File: src/rtl/music_sheet_player.sv
// Replays a note sheet from a synchronous-read RAM: fetches each entry, sounds
// its note for dur*TICK_DIV cycles and stops at an end marker or LastAddress.
module music_sheet_player #(
  parameter int TICK_DIV = 1000,
  parameter int ADDR_W   = 5,
  parameter int NOTE_W   = 4,
  parameter int DUR_W    = 4
) (
  input  logic                    Clock,
  input  logic                    Reset,
  input  logic                    Play,
  input  logic                    Stop,
  input  logic [ADDR_W-1:0]       LastAddress,
  output logic [ADDR_W-1:0]       ReadAddress,
  input  logic [NOTE_W+DUR_W-1:0] ReadData,
  output logic [NOTE_W-1:0]       NoteCode,
  output logic                    NoteValid,
  output logic                    Playing,
  output logic                    Done
);

  localparam int TICK_W = (TICK_DIV > 1) ? $clog2(TICK_DIV) : 1;
  localparam logic [TICK_W-1:0] TICK_LAST = TICK_W'(TICK_DIV - 1);

  localparam logic [2:0] IDLE  = 3'd0;
  localparam logic [2:0] FETCH = 3'd1;
  localparam logic [2:0] LOAD  = 3'd2;
  localparam logic [2:0] PLAY  = 3'd3;
  localparam logic [2:0] DONE  = 3'd4;

  logic [2:0]        state;
  logic              play_p1;
  logic [TICK_W-1:0] tick_cnt;
  logic [DUR_W-1:0]  dur_cnt;

  logic [NOTE_W-1:0] rd_note;
  logic [DUR_W-1:0]  rd_dur;
  logic              play_rise;
  logic              tick_wrap;
  logic              note_end;
  logic              at_last;

  assign rd_note   = ReadData[NOTE_W+DUR_W-1:DUR_W];
  assign rd_dur    = ReadData[DUR_W-1:0];
  assign play_rise = Play & ~play_p1;
  assign tick_wrap = (tick_cnt == TICK_LAST);
  assign note_end  = tick_wrap && (dur_cnt == DUR_W'(1));
  // LastAddress is compared live so the writer may still be extending the sheet
  assign at_last   = (ReadAddress == LastAddress);

  assign Playing = (state != IDLE);
  assign Done    = (state == DONE);

  always_ff @(posedge Clock or posedge Reset) begin
    if (Reset) begin
      state       <= IDLE;
      play_p1     <= 1'b0;
      tick_cnt    <= '0;
      dur_cnt     <= '0;
      ReadAddress <= '0;
      NoteCode    <= '0;
      NoteValid   <= 1'b0;
    end else begin
      play_p1 <= Play;
      if (Stop && (state != IDLE)) begin
        // Abort: clear everything, no Done pulse
        state       <= IDLE;
        tick_cnt    <= '0;
        dur_cnt     <= '0;
        ReadAddress <= '0;
        NoteCode    <= '0;
        NoteValid   <= 1'b0;
      end else begin
        case (state)
          IDLE: begin
            if (play_rise && !Stop) begin
              ReadAddress <= '0;
              state       <= FETCH;
            end
          end
          FETCH: begin
            state <= LOAD;
          end
          LOAD: begin
            if (rd_dur == '0) begin
              state <= DONE;
            end else begin
              NoteCode  <= rd_note;
              dur_cnt   <= rd_dur;
              tick_cnt  <= '0;
              NoteValid <= (rd_note != '0);
              state     <= PLAY;
            end
          end
          PLAY: begin
            if (tick_wrap) begin
              tick_cnt <= '0;
              dur_cnt  <= dur_cnt - 1'b1;
            end else begin
              tick_cnt <= tick_cnt + 1'b1;
            end
            if (note_end) begin
              NoteValid <= 1'b0;
              if (at_last) begin
                state <= DONE;
              end else begin
                ReadAddress <= ReadAddress + 1'b1;
                state       <= FETCH;
              end
            end
          end
          DONE: begin
            NoteCode    <= '0;
            ReadAddress <= '0;
            tick_cnt    <= '0;
            dur_cnt     <= '0;
            state       <= IDLE;
          end
          default: begin
            state <= IDLE;
          end
        endcase
      end
    end
  end

endmodule

File: config.mk
export PLATFORM = sky130hd
export DESIGN_NAME = music_sheet_player
export DESIGN_NICKNAME = d
export VERILOG_FILES = /design/src/rtl/music_sheet_player.sv
export SDC_FILE = /design/constraint.sdc
export NUM_CORES = 1
export LEC_CHECK = 0
export ABC_AREA = 1
export CORE_ASPECT_RATIO = 1.4
export CORE_MARGIN = 1
export CORE_UTILIZATION = 32
export CTS_BUF_LIST = sky130_fd_sc_hd__clkbuf_16
export DETAILED_ROUTE_END_ITERATION = 6
export GPL_TIMING_DRIVEN = 0
export MAX_ROUTING_LAYER = met4
export PLACE_DENSITY = 0.48
export SETUP_SLACK_MARGIN = 0.5
export SLEW_MARGIN = 10
export SYNTH_ARGS = -nofsm -noshare
export SYNTH_HDL_FRONTEND = slang
export SYNTH_SLANG_ARGS = --single-unit
export TNS_END_PERCENT = 30
File: constraint.sdc
create_clock -name Clock -period 2.65 [get_ports Clock]
set_input_delay 0.3975 -clock Clock [delete_from_list [all_inputs] [get_ports Clock]]
set_output_delay 0.3975 -clock Clock [all_outputs]
set_load 0.005 [all_outputs]
# == Word-level counts from Yosys, hierarchy flattened ==
# Cells that the tools add are included.
# totals
ff_bits,28
input_bits,17
out_inout_bits,12
elab_cells,68
# classes
n_addsub,3
eq_ne,12
muxes,26
bitwise_logic,2
reduce_logical,18
# ops
op,count
$mux 10,3
$pmux 10 s3,1
$mux 4,5
$mux 5,4
$mux 3,5
$ne 3x3->1 const B,5
$pmux 5 s3,1
$pmux 3 s4,1
$pmux 4 s3,1
$reduce_bool 4->1,3
$add 10x1->10 const B,1
$eq 10x10->1 const B,1
$reduce_bool 3->1,3
$pmux 4 s2,1
$eq 3x2->1 const B,2
$reduce_and 2->1,3
$reduce_and 3->1,2
$add 5x1->5 const B,1
$eq 5x5->1,1
$eq 4x1->1 const B,1
$logic_not 4->1,1
$reduce_and 4->1,1
$sub 4x1->4 const B,1
$eq 3x1->1 const B,1
8 further kinds,12

# == Longest topological paths before layout ==
# logic_depth
word_depth,6
ltp_mapped,10
ltp_nobuf,10

# == Worst setup path after synthesis ==
# OpenSTA, ideal clock, no wires.
# synth_timing
kind,reg-to-reg
startpoint,register tick_cnt[0]
endpoint,register ReadAddress[2]
setup_ps,117
arrival_ps,1390
t_required_ps,2533
setup_slack_ps,1143
path_stages_with_launch,11
n_path_buf,0
synth_period_minus_slack_ps,1507
path_cell_list,dfrtp_1 ha_1 nand2_1 nor2_1 nand3_1 nand2_2 nand3_2 nor2_4 nand2_2 nand2_1 nand2_1
# synth_between
elab_chain_len,4
# synth_rtl
element,line,text
start: declaration,33,logic [TICK_W-1:0] tick_cnt;
start signal: assignment,100,tick_cnt <= tick_cnt + 1'b1;
$eq 10x10->1,46,assign tick_wrap = (tick_cnt == TICK_LAST);
$logic_and 1x1->1,47,assign note_end = tick_wrap && (dur_cnt == DUR_W'(1));
$ne 3x3->1 (no source line),n/a,
$reduce_and 4->1 (no source line),n/a,
end signal: assignment,107,ReadAddress <= ReadAddress + 1'b1;
end: declaration,14,"output logic [ADDR_W-1:0] ReadAddress,"
# Every way passes these cells.
# A chain may end at the register's enable or synchronous reset.

# == Worst setup path after layout ==
# layout_timing
startpoint,register state[1]
endpoint,output Done
# layout_between
elab_chain_len,1
# layout_rtl
element,line,text
start: declaration,31,logic [2:0] state;
start signal: assignment,56,state <= IDLE;
start signal: assignment,67,state <= IDLE;
start signal: assignment,78,state <= FETCH;
$eq 3x3->1,52,assign Done = (state == DONE);
end: declaration,19,output logic Done
# Every way passes these cells.

==> flow_metrics.py <==
metrics = {
    "layout": {
        "seqCellArea_um2": 700.7,
        "stdcell_area_mm2": 0.002252,
        "num_antenna_cells": 0,
        "multi_input_area_um2": 985.9,
        "final_cells": 345,
        "nNetsFinal": 299,
        "nFillCells": 593,
        "area_delta_synth_final_pct": 24.57,
        "drive_gt1_frac": 0.09747,
        "utilization": 0.4106,
    },
    "place": {
        "detailed_place_hpwl_mm": 3.328,
        "placedCellCount": 341,
        "pre_cts_ws_ns": 0.6947,
        "place.gp.congestion": 0.9076,
        "place_area_mm2": 0.002173,
        "port_buffers": 28,
    },
    "grt": {
        "antenna_found_initial": 0,
        "grt_max_degree": 29,
        "grt_use_total": 0.1645,
        "grt_pass1_wl_mm": 7.403,
        "overflow": 0,
        "grt_pass1_vias": 1599,
    },
    "cts": {
        "postCtsHoldBufs": 0,
        "htree_levels": 1,
        "cts_tree": "done",
        "cts_resized": 0,
        "cts_root_buf": "clkbuf_16",
        "cts_buffer_depth": 2,
        "cts_post_setup_buffers_inserted": 0,
        "numCtsBuffers": 3,
        "clock-sinks": 28,
        "clk_latency_ns": 0.26,
        "clk_pin_slew_worst_paths_ns": 0.07,
    },
    "outcome": {
        "status": "finished clean",
    },
    "timing": {
        "setup_slack_ns": 0.6503,
        "period_share": 0.7546,
        "worst_pin_slew_ns": 1.045,
        "rsz0062_at_grt": "no",
        "hold_ws_ns": 0.4847,
        "drv_slew": 0,
        "clock_skew_ns": 0.003635,
        "fin_setup_tns_ns": 0,
        "slew_headroom": 0.2991,
        "finalSetupViolations": 0,
        "min_period_ns": 2.000,
        "hold_viol": 0,
        "fmaxAchievable_ghz": 0.5001,
    },
    "power": {
        "total_power_mw": 1.826,
        "vdd_ir_drop_max_mv": 0.2866,
        "power.leakage_nw": 1.053,
        "powerDensity_mw_per_mm2": 810.9,
    },
    "critical_path": {
        "cp_num_buf_inv": 1,
        "cp_max_fo": 6,
        "path_cells": "nor3_1, clkdlybuf4s50_1",
        "critPathSlowestCell": "clkdlybuf4s50_1",
        "path_delay_family": "buffers and inverters",
        "worstSetupStartpointType": "register",
        "slowest_delay_ns": 0.57,
        "crit_type": "register to output port",
        "r2r_start": "tick_cnt[0]",
        "cp.required_ns": 2.25,
        "critPathLaunch": "state[1]",
        "cp-end-kind": "output port",
        "critPathArrivalTime_ns": 1.60,
    },
    "detailed_routing": {
        "vias": 1639,
        "viasPerCell": 4.751,
        "dr.pass1.iters": 4,
        "routed_wirelength_mm": 4.356,
        "drtIter0Drc": 48,
        "drc": 0,
        "wl_per_cell_um": 12.63,
        "ant_nets": 0,
    },
    "logic_synthesis": {
        "ys_seq_area_frac": 0.3875,
        "synth_edf_count": 0,
        "ys_warn_count": 0,
        "synth_cell_types": 31,
        "synth_ff_type": "dfrtp_1",
        "ys_ff_latch": 28,
        "synth_cells": 245,
        "synth_nets": 266,
        "syn-cell-area_mm2": 0.001808,
        "async_flop_share": 1.000,
        "synth.avg_cell_area_um2": 7.380,
    },
    "die": {
        "coreArea_mm2": 0.005485,
        "num_rows": 32,
        "die_x_um": 65.53,
        "io_pins": 29,
        "start_util": 0.3296,
        "die-area_mm2": 0.005959,
        "die_h_um": 90.94,
    },
    "min_path": {
        "hold_class": "register to register",
        "worstHoldStart": "NoteCode[1]",
    },
    "job": {
        "cap_violations": 0,
    },
}
[cell usage in the layout, fill, tap and decap left out]
cell | Yosys | layout
nand4_2 | 1 | 1
nand2_1 | 73 | 73
ha_1 | 4 | 4
nor4_1 | 1 | 1
a31oi_1 | 1 | 1
clkbuf_16 | 0 | 3
o21ai_0 | 13 | 13
xor2_1 | 6 | 6
nand2_8 | 1 | 1
o22ai_1 | 1 | 1
inv_6 | 1 | 1
or2_2 | 1 | 1
nand3b_1 | 1 | 1
o21a_1 | 1 | 1
a21oi_1 | 12 | 12
inv_2 | 3 | 3
nand3_1 | 17 | 17
nor3_1 | 3 | 3
clkdlybuf4s50_1 | 0 | 28
nand2_2 | 3 | 3
o21bai_1 | 1 | 1
nand2_4 | 4 | 4
nor2_2 | 4 | 4
o21ai_1 | 4 | 4
o21ai_2 | 1 | 1
nor2_1 | 22 | 22
nor2_4 | 1 | 1
xnor2_1 | 2 | 2
clkinv_1 | 0 | 2
inv_1 | 27 | 26
nand3_2 | 3 | 3
nand4_1 | 4 | 4
nor2_8 | 1 | 1
dfrtp_1 | 28 | 28
[kinds of logic (layout without fill, tap and decap cells)]
logic type,Yosys count,after routing,synth area share
and+or+nand+nor,140,140,0.3785
AOI/OAI and AO/OA,34,34,0.1004
DFF,28,28,0.3875
buffers and inverters,31,63,0.06713
xor gates and xnor gates,8,8,0.03876
adders and majority gates,4,4,0.02768
[sequential cells by signal, summed over array words and instances, names as in the netlist]
signal and count:
play_p1 1, state 3, tick_cnt 10, NoteCode 4, dur_cnt 4, NoteValid 1
ReadAddress 5
[path summary, 6_finish.rpt]
check	endpoint	slack, ns	cells past startpoint
max in group asynchronous	tick_cnt[9]	1.60	2
setup reg to reg	ReadAddress[0]	0.80	10
min in group asynchronous	NoteCode[1]	0.57	2
hold / removal	NoteCode[1]	0.48	2
hold reg to reg	NoteCode[1]	0.48	2
setup / recovery	Done	0.65	2
[synthesized netlist by cell type (2+ instances only)]
cell | instances | area [um2]
inv_1 | 27 | 101.4
dfrtp_1 | 28 | 700.7
nor2_1 | 22 | 82.58
nand3_1 | 17 | 85.08
nand2_2 | 3 | 18.77
nand2_1 | 73 | 274.0
nor3_1 | 3 | 15.01
nand4_1 | 4 | 25.02
o21ai_0 | 13 | 65.06
xnor2_1 | 2 | 17.52
nor2_2 | 4 | 25.02
o21ai_1 | 4 | 20.02
inv_2 | 3 | 11.26
nand2_4 | 4 | 45.04
nand3_2 | 3 | 30.03
a21oi_1 | 12 | 60.06
ha_1 | 4 | 50.05
xor2_1 | 6 | 52.55
[cell type report]
class,instances,area share
Timing Repair Buffer,28,0.1244
Clock inverter,1,0.001667
Tap cell,68,0.03778
Inverter,31,0.05389
Multi-Input combinational cell,186,0.4378
Sequential cell,28,0.3111
Clock buffer,3,0.03333
[worst register-to-register path, delay by kind of cell (launching register included)]
| family | cells | cell delay [ns] |
|---|---|---|
| fa+ha+maj | 1 | 0.21 |
| simple gates | 9 | 1.06 |
| flops | 1 | 0.47 |
[report_power, final]
group / internal, mW / switching (mW)
registers: 0.516 / 0.0671
clock network: 0.203 / 0.153
logic: 0.329 / 0.559
total: 1.05 / 0.779
[routing by layer]
layer	track usage	part of all wire	vias up	wire length, um
met5	-	0	-	0
met4	0.04891	0.0094	0	41
met3	0.01508	0.022	2	98
met2	0.2895	0.51	25	2235
met1	0.1939	0.45	763	1980
li1	-	-	849	-
(Power assumes the default switching activity.)
